<file path="src/rtl/segment_scan_decoder.sv">
// segment_scan_decoder
// Watches a multiplexed, active-low 4-digit 7-segment display bus (an/seg).
// A digit is accepted once its {an, seg} pattern stays unchanged for
// STABLE_CYCLES consecutive cycles. Accepted digits collect into four
// capture slots. When all four have been seen, the frame is presented on a
// valid/ready output.
//
// Handshake: out_valid stays high, and digits/bad/blank stay frozen, until
// a cycle where out_valid && out_ready. That cycle transfers the frame.
// The one exception: a new frame that completes in that same transfer cycle
// replaces the old one, and out_valid stays high.
//
// Optional feature macro: SEG_BLANK_EN. When it is defined, the all-dark
// pattern 1111111 decodes as a legal blank digit (value 0, blank flag set).
// Without it that pattern is flagged bad, and blank reads as constant 0.
module segment_scan_decoder #(
    parameter int unsigned STABLE_CYCLES = 4
) (
    input  logic        clk,
    input  logic        rst,
    input  logic [3:0]  an,
    input  logic [6:0]  seg,
    input  logic        out_ready,
    output logic        out_valid,
    output logic [15:0] digits,
    output logic [3:0]  bad,
    output logic [3:0]  blank,
    output logic        overrun,
    output logic        state_dbg_o
);

    typedef enum logic {COLLECT = 1'b0, PRESENT = 1'b1} state_t;

    localparam logic [7:0] ACC_CNT = 8'(STABLE_CYCLES - 1);

    state_t      state_q, state_d;
    logic [10:0] sample_q;
    logic [7:0]  cnt_q, cnt_d;
    logic [3:0]  mask_q, mask_d, mask_set;
    logic [15:0] slot_q, slot_d;
    logic [3:0]  slot_bad_q, slot_bad_d, slot_blank_q, slot_blank_d;
    logic [15:0] digits_q;
    logic [3:0]  bad_q, blank_q;
    logic        overrun_q;
    logic [3:0]  dig_sel;
    logic        accept, complete, load, set_ovr;
    logic [3:0]  dec_val;
    logic        dec_legal, dec_blank;

    // The counter measures how long sample_q has been unchanged, minus one.
    // It saturates so that a very long run can never wrap and fire again.
    always_comb begin
        cnt_d = 8'd0;
        if (({an, seg} == sample_q) && $onehot(~an))
            cnt_d = (cnt_q == 8'hFF) ? cnt_q : cnt_q + 8'd1;
    end

    assign dig_sel = ~sample_q[10:7];
    assign accept  = $onehot(dig_sel) && (cnt_q == ACC_CNT);

    // Segment pattern to hex value. Unknown patterns become value 0 and are flagged illegal.
    always_comb begin
        dec_val   = 4'h0;
        dec_legal = 1'b1;
        dec_blank = 1'b0;
        case (sample_q[6:0])
            7'b0000001: dec_val = 4'h0;
            7'b1001111: dec_val = 4'h1;
            7'b0010010: dec_val = 4'h2;
            7'b0000110: dec_val = 4'h3;
            7'b1001100: dec_val = 4'h4;
            7'b0100100: dec_val = 4'h5;
            7'b0100000: dec_val = 4'h6;
            7'b0001110: dec_val = 4'h7;
            7'b0000000: dec_val = 4'h8;
            7'b0000100: dec_val = 4'h9;
            7'b0001000: dec_val = 4'hA;
            7'b1100000: dec_val = 4'hB;
            7'b0110001: dec_val = 4'hC;
            7'b1000010: dec_val = 4'hD;
            7'b0110000: dec_val = 4'hE;
            7'b0111000: dec_val = 4'hF;
`ifdef SEG_BLANK_EN
            7'b1111111: dec_blank = 1'b1;
`endif
            default:    dec_legal = 1'b0;
        endcase
    end

    // Capture the accepted digit into its slot. The mask clears on the
    // same edge the completed frame is handed to the output logic.
    always_comb begin
        slot_d       = slot_q;
        slot_bad_d   = slot_bad_q;
        slot_blank_d = slot_blank_q;
        mask_set     = mask_q;
        if (accept) begin
            mask_set = mask_q | dig_sel;
            for (int i = 0; i < 4; i++) begin
                if (dig_sel[i]) begin
                    slot_d[4*i +: 4] = dec_val;
                    slot_bad_d[i]    = ~dec_legal;
                    slot_blank_d[i]  = dec_blank;
                end
            end
        end
        complete = accept && (mask_set == 4'hF);
        mask_d   = complete ? 4'h0 : mask_set;
    end

    // Output FSM: decide whether a completed frame is loaded, is dropped
    // (overrun), or whether the presented frame is released.
    always_comb begin
        state_d = state_q;
        load    = 1'b0;
        set_ovr = 1'b0;
        case (state_q)
            COLLECT: begin
                if (complete) begin
                    load    = 1'b1;
                    state_d = PRESENT;
                end
            end
            PRESENT: begin
                if (out_ready) begin
                    if (complete) load = 1'b1;
                    else          state_d = COLLECT;
                end else if (complete) begin
                    set_ovr = 1'b1;
                end
            end
            default: state_d = COLLECT;
        endcase
    end

    // State, sampling, and output registers.
    always_ff @(posedge clk) begin
        if (rst) begin
            state_q      <= COLLECT;
            sample_q     <= '1;
            cnt_q        <= 8'd0;
            mask_q       <= 4'h0;
            slot_q       <= 16'h0;
            slot_bad_q   <= 4'h0;
            slot_blank_q <= 4'h0;
            digits_q     <= 16'h0;
            bad_q        <= 4'h0;
            blank_q      <= 4'h0;
            overrun_q    <= 1'b0;
        end else begin
            state_q      <= state_d;
            sample_q     <= {an, seg};
            cnt_q        <= cnt_d;
            mask_q       <= mask_d;
            slot_q       <= slot_d;
            slot_bad_q   <= slot_bad_d;
            slot_blank_q <= slot_blank_d;
            overrun_q    <= overrun_q | set_ovr;
            if (load) begin
                digits_q <= slot_d;
                bad_q    <= slot_bad_d;
                blank_q  <= slot_blank_d;
            end
        end
    end

    assign out_valid   = (state_q == PRESENT);
    assign digits      = digits_q;
    assign bad         = bad_q;
    assign blank       = blank_q;
    assign overrun     = overrun_q;
    assign state_dbg_o = state_q;

endmodule

</file>
<file path="config.mk">
export PLATFORM = sky130hd
export DESIGN_NAME = segment_scan_decoder
export DESIGN_NICKNAME = d
export VERILOG_FILES = /design/src/rtl/segment_scan_decoder.sv
export SDC_FILE = /design/constraint.sdc
export NUM_CORES = 1
export LEC_CHECK = 0
export CORE_ASPECT_RATIO = 0.75
export CORE_MARGIN = 4
export CORE_UTILIZATION = 35
export CTS_BUF_LIST = sky130_fd_sc_hd__clkbuf_8
export DETAILED_ROUTE_END_ITERATION = 6
export PLACE_DENSITY = 0.61
export SLEW_MARGIN = 10
export SYNTH_ARGS = -nofsm -noshare
export SYNTH_HDL_FRONTEND = slang
export SYNTH_SLANG_ARGS = --single-unit
</file>
<file path="constraint.sdc">
create_clock -name clk -period 2.76 [get_ports clk]
set_clock_uncertainty 0.1 [all_clocks]
set_input_delay 0.552 -clock clk [delete_from_list [all_inputs] [get_ports clk]]
set_output_delay 0.552 -clock clk [all_outputs]
set_load 0.02 [all_outputs]
</file>
# [After elaboration in Yosys (flattened, before gate mapping)]
# Cells that the tools add are included.
# Widths: inputs -> output; s select.
[word_totals] ff_bits=73 input_bits=14 out_inout_bits=27 wordCells=78
[classes] add_sub_neg=7 n_eq_ne=21 n_mux=25 n_bitwise=7 reduce_logical=7
[op_table] operator="$pmux 4 s15" count=1
[op_table] operator="$eq 7x6->1 const B" count=5
[op_table] operator="$eq 7x7->1 const B" count=4
[op_table] operator="$mux 4" count=7
[op_table] operator="$mux 16" count=1
[op_table] operator="$reduce_or 16->1" count=1
[op_table] operator="$eq 7x3->1 const B" count=2
[op_table] operator="$eq 7x4->1 const B" count=2
[op_table] operator="$mux 1" count=14
[op_table] operator="$eq 11x11->1" count=1
[op_table] operator="$add 1x1->2" count=4
[op_table] operator="$add 8x1->8 const B" count=1
[op_table] operator="$eq 8x2->1 const B" count=1
[op_table] operator="$eq 8x8->1 const B" count=1
[op_table] operator="$not 4->4" count=2
[op_table] operator="$eq 7x1->1 const B" count=1
[op_table] operator="$eq 7x5->1 const B" count=1
[op_table] operator="$logic_not 7->1" count=1
[op_table] operator="$add 2x2->3" count=2
[op_table] operator="$eq 3x1->1 const B" count=2
[op_table] operator="$eq 4x4->1 const B" count=1
[op_table] operator="$or 4x4->4" count=1
[op_table] operator="$pmux 1 s2" count=2
[op_table] operator="$reduce_or 2->1" count=2
[op_table] operator="other kinds (3)" count=7

# [Logic depth before layout (Yosys ltp)]
[depth] word_depth=12 mapped_depth=11 mapped_depth_nobuf=9

# [Worst setup path after synthesis]
# OpenSTA, ideal clock, no wires.
[synth_timing] kind="register to register" startpoint="register sample_q[7]" endpoint="register digits_q[12], in the netlist digits[12]" setup_time_ps=132 arrival_time_ps=2733 required_ps=2528 setup_slack_ps=-206 stages_incl_launch_ff=11 n_path_buf=1 period_less_slack_ps=2966 cell_sequence="dfxtp_1 fa_1 inv_1 ha_1 ha_1 or2_2 or4_4 buf_6 or2_1 o221ai_2 a21oi_1"
[synth_between] elab_chain_len=11 word_cells_on_any_way=13 classes_between="2 x add/sub; 2 x eq/ne; 5 x mux; 2 x bitwise; 2 x reduce/logical"
[synth_rtl] item="start: declaration" line="37" source="logic [10:0] sample_q;"
[synth_rtl] item="start signal: assignment" line="152" source="sample_q <= {an, seg};"
[synth_rtl] item="$not 4->4 (*)" line="58" source="assign dig_sel = ~sample_q[10:7];"
[synth_rtl] item="$add 1x1->2 (implied by the code)" line="59" source="assign accept = $onehot(dig_sel) && (cnt_q == ACC_CNT);"
[synth_rtl] item="$add 2x2->3 (implied by the code)" line="59"
[synth_rtl] item="$eq 3x1->1" line="59"
[synth_rtl] item="$logic_and 1x1->1" line="59"
[synth_rtl] item="$mux 4" line="97" source="if (accept) begin"
[synth_rtl] item="$eq 4x4->1" line="107" source="complete = accept && (mask_set == 4'hF);"
[synth_rtl] item="$logic_and 1x1->1" line="107"
[synth_rtl] item="$mux 1" line="119, 126"
[synth_rtl] item="$mux 1" line="125" source="if (out_ready) begin"
[synth_rtl] item="$pmux 1 s2" line="117" source="case (state_q)"
[synth_rtl] item="end signal: assignment" line="160" source="digits_q <= slot_d;"
[synth_rtl] item="end: declaration" line="42" source="logic [15:0] digits_q;"
# Mark *: on every way between the ends. The rest lies on a longest branch, timed or not.
# A chain may end at the register's enable or synchronous reset.

# [Worst setup path after layout]
[layout_timing] startpoint="register sample_q[10]" endpoint="register digits_q[6], in the netlist digits[6]"
# The elaborated chain is that of the path after synthesis.

==> out/qor.txt <==
flop-to-flop setup slack -> -0.13 ns
crit-path max cell delay -> 0.56 ns
final worst path period share -> 105%
total global routing overflow -> 0
initial antenna violation count -> 0
reg-to-reg startpoint -> sample_q[10]$_SDFF_PP1_
ys flop type -> dfxtp_1
GRT Total Usage -> 15.5%
clk root buf -> clkbuf_8
WL per Instance -> 15.5 um
Post-Syn Instances -> 377
adder-cell share of the synthesized area -> 3.02%
clk sink count -> 73
Layout Utilization -> 51.4%
Slew Viols, Final -> 0
total wire length -> 9010 um
Synth cell types -> 63
Final Hold Fails -> 0
CTS tree -> built
#FFs+latches synth -> 73
Worst Max-Slew Pin Slew -> 0.639 ns
RR Endpoint -> digits[6]$_SDFFE_PP0P_
crit-path cells -> fa_1 -> inv_1 -> ha_2 -> ha_4 -> or2_4 -> buf_6 -> or4_4 -> buf_12 -> nand2b_4 -> o211ai_1 -> a21oi_1
Req. time, crit path -> 2.95 ns
area share of the largest cell type after synthesis -> 43.0%
ant diodes -> 0
DIE HEIGHT -> 93.3 um
Clk Latency, worst-skew pair -> 0.36 ns
HP Class -> reg2reg
hpwl dp -> 5930 um
GP Congestion -> 0.827
EDFF count, synth -> 0
largest net degree at the start of global routing -> 40
post-synthesis sequential area ratio -> 43.0%
vias in the first global route -> 2,756
core footprint -> 9270 um2
Starting Density -> 36.6%
die width -> 122 um
outcome -> finished, violations left
WHS Path Cells -> 2
DRC errors left -> 4
fraction of layout cells with a size suffix above 1 -> 30.6%
Top Usage Layer GRT -> met2
Final nets -> 470
Pwr Density -> 458 nW/um2
grt met1 use -> 22.2%
Register-to-Register Path Depth -> 11
vias -> 3,003
post-synthesis mux area share -> 1.18%
Post-Syn Nets -> 398
global-route wire length before repair -> 14,000 um
Final setup viols -> 26
top cells by area, synth -> dfxtp_1 (43%), nor2_1 (4.8%), xor2_1 (3.9%), nand3_1 (2.7%), or2_2 (2.2%)
die area -> 11,400 um2
port bufs -> 40
most frequent cell after synthesis -> dfxtp_1
CTS buffer count -> 9
setup tns final -> -1.39 ns
drt first pass iters -> 7
Max stage delay cell, worst path -> or4_4
crit path max fanout -> 4
WHS -> 0.348 ns
FILL cells -> 853
compound-gate portion of the synthesized area -> 15.5%
crit end category -> register
min-delay src -> slot_blank_q[3]$_SDFF_PP0_
synthesis-to-finish area growth -> 40.3%
Post-Synth XOR/XNOR Area -> 4.13%
largest family of logic cells by synthesized area -> simple AND/OR/NAND/NOR gates
clock slew at reported path FFs -> 0.09 ns
largest area contributor in the netlist -> dfxtp_1
met3 usage -> 3.69%
max cap viols -> 0
most frequent cells after synthesis -> dfxtp_1 (73), nor2_1 (43), clkbuf_1 (18), nand2_1 (18), nand3_1 (18)
Crit path arrival time -> 3.08 ns
row count -> 30
mapped cell area -> 3400 um2
IO Count -> 41
Lkg Pwr -> 1.76 nW
Longest Clk Path Bufs -> 2
startpoint types -> register
Max Clock Freq -> 346 MHz
final setup margin -> -0.130 ns
crit path kind -> reg2reg
hold endpoint -> slot_blank_q[3]$_SDFF_PP0_
H-tree Lvls -> 3
initial DRC count -> 149
Pwr Total -> 2.18 mW
Simple-Gate Fraction of Synth Area -> 28.0%
fraction of registers with async set/reset -> 0%
failing checks -> DRC, setup timing
RSZ-0062 raised after global routing -> yes
VDD IR max -> 0.197 mV
routed vias/inst -> 5.16
max_slew headroom -> 57.3%
met2 usage -> 22.9%
mean post-synth cell area -> 9.01 um2
Final min period -> 2.89 ns
Post-DRT Antenna Nets -> 0
Syn. warnings -> 0
[cells in the final DEF (no fill, tap or decap), types with 5 or more instances in the layout]
cell	instances
dfxtp_1	71
clkdlybuf4s50_1	37
buf_4	35
nor2_1	32
nand2_1	17
xor2_1	15
a21oi_1	13
nand3_1	12
or2_2	11
inv_1	10
clkbuf_8	9
buf_6	9
nor2_2	8
nor3_1	8
nor2b_1	7
nand2b_4	7
o211ai_1	7
nand3_2	6
nor3b_1	6
nor2_4	6
o21ai_0	6
or4_4	5
o21a_1	5
a22oi_2	5
[what timing repair did]
action / CTS / global route
setup endpoints to repair: 49 / 50
cloned: 0 / 2
pin swaps: 24 / 20
gates resized for setup: 32 / 38
hold buffers: 0 / 0
buffers inserted: 4 / 6
[sequential cells by signal (all words and copies together), names as in the netlist]
signal,count
bad,4
blank,4
cnt_q,8
digits,16
mask_q,4
out_valid,1
overrun,1
sample_q,11
slot_bad_q,4
slot_blank_q,4
slot_q,16
[worst max-delay path by stage]
stage,start,end,slack [ns],cells after the start
2_1_floorplan,sample_q[7]$_SDFF_PP1_,bad[1]$_SDFFE_PP0P_,-0.06,10
3_3_place_gp,an[0],cnt_q[1]$_SDFFE_PP0P_,-0.39,11
3_5_place_dp,an[0],cnt_q[0]$_SDFFE_PP0P_,-0.43,11
4_1_cts,sample_q[10]$_SDFF_PP1_,digits[12]$_SDFFE_PP0P_,-0.18,10
5_1_grt,sample_q[10]$_SDFF_PP1_,digits[12]$_SDFFE_PP0P_,-0.20,10
6_report,sample_q[10]$_SDFF_PP1_,digits[6]$_SDFFE_PP0P_,-0.13,11
[area by class of cell]
type	count	area, um2	share of cell area [%]
Multi-Input combinational cell	265	2010	42.2
Sequential cell	73	1470	30.8
Timing Repair Buffer	89	861	18.1
Tap cell	128	160	3.36
Clock buffer	9	124	2.60
Clock inverter	7	101	2.13
Inverter	11	41.3	0.866
[where the power goes]
| group | total (mW) | leakage, nW | switching [mW] | internal (mW) |
|---|---|---|---|---|
| registers | 1.09 | 0.591 | 0.0246 | 1.06 |
| clock network | 0.950 | 0.106 | 0.433 | 0.517 |
| logic | 0.146 | 1.06 | 0.0712 | 0.0749 |
[worst max-delay path: cells and delay by family (launching register included)]
| family | cells | cell delay [ns] |
|---|---|---|
| buffers and inverters | 3 | 0.34 |
| AND/OR/NAND/NOR | 3 | 0.87 |
| flip-flops | 1 | 0.33 |
| AO/OA/AOI/OAI | 2 | 0.25 |
| adder cells (fa/ha/maj) | 3 | 0.93 |
[metrics by stage]
| step | area, um2 | worst slack [ns] | cells |
|---|---|---|---|
| floorplan | 3410 | -0.0578 | 377 |
| global placement | 4120 | -0.387 | 555 |
| detailed placement | 4120 | -0.426 | 555 |
| CTS | 4520 | -0.179 | 575 |
| global route | 4770 | -0.203 | 582 |
| finish | 4770 | -0.130 | 582 |
[routing by layer]
| metal | vias to the layer above | wire length (um) |
|---|---|---|
| li1 | 1479 | - |
| met1 | 1464 | 4590 |
| met2 | 51 | 4010 |
| met3 | 9 | 283 |
| met4 | 0 | 126 |
| met5 | - | 0 |
[kinds of logic after synthesis]
group | after synthesis
compound gates | 70
xor+xnor | 16
fa+ha+maj | 7
buf+inv | 39
flops | 73
mux | 4
simple gates | 168
Note: power is estimated with default switching activity, not from simulation.
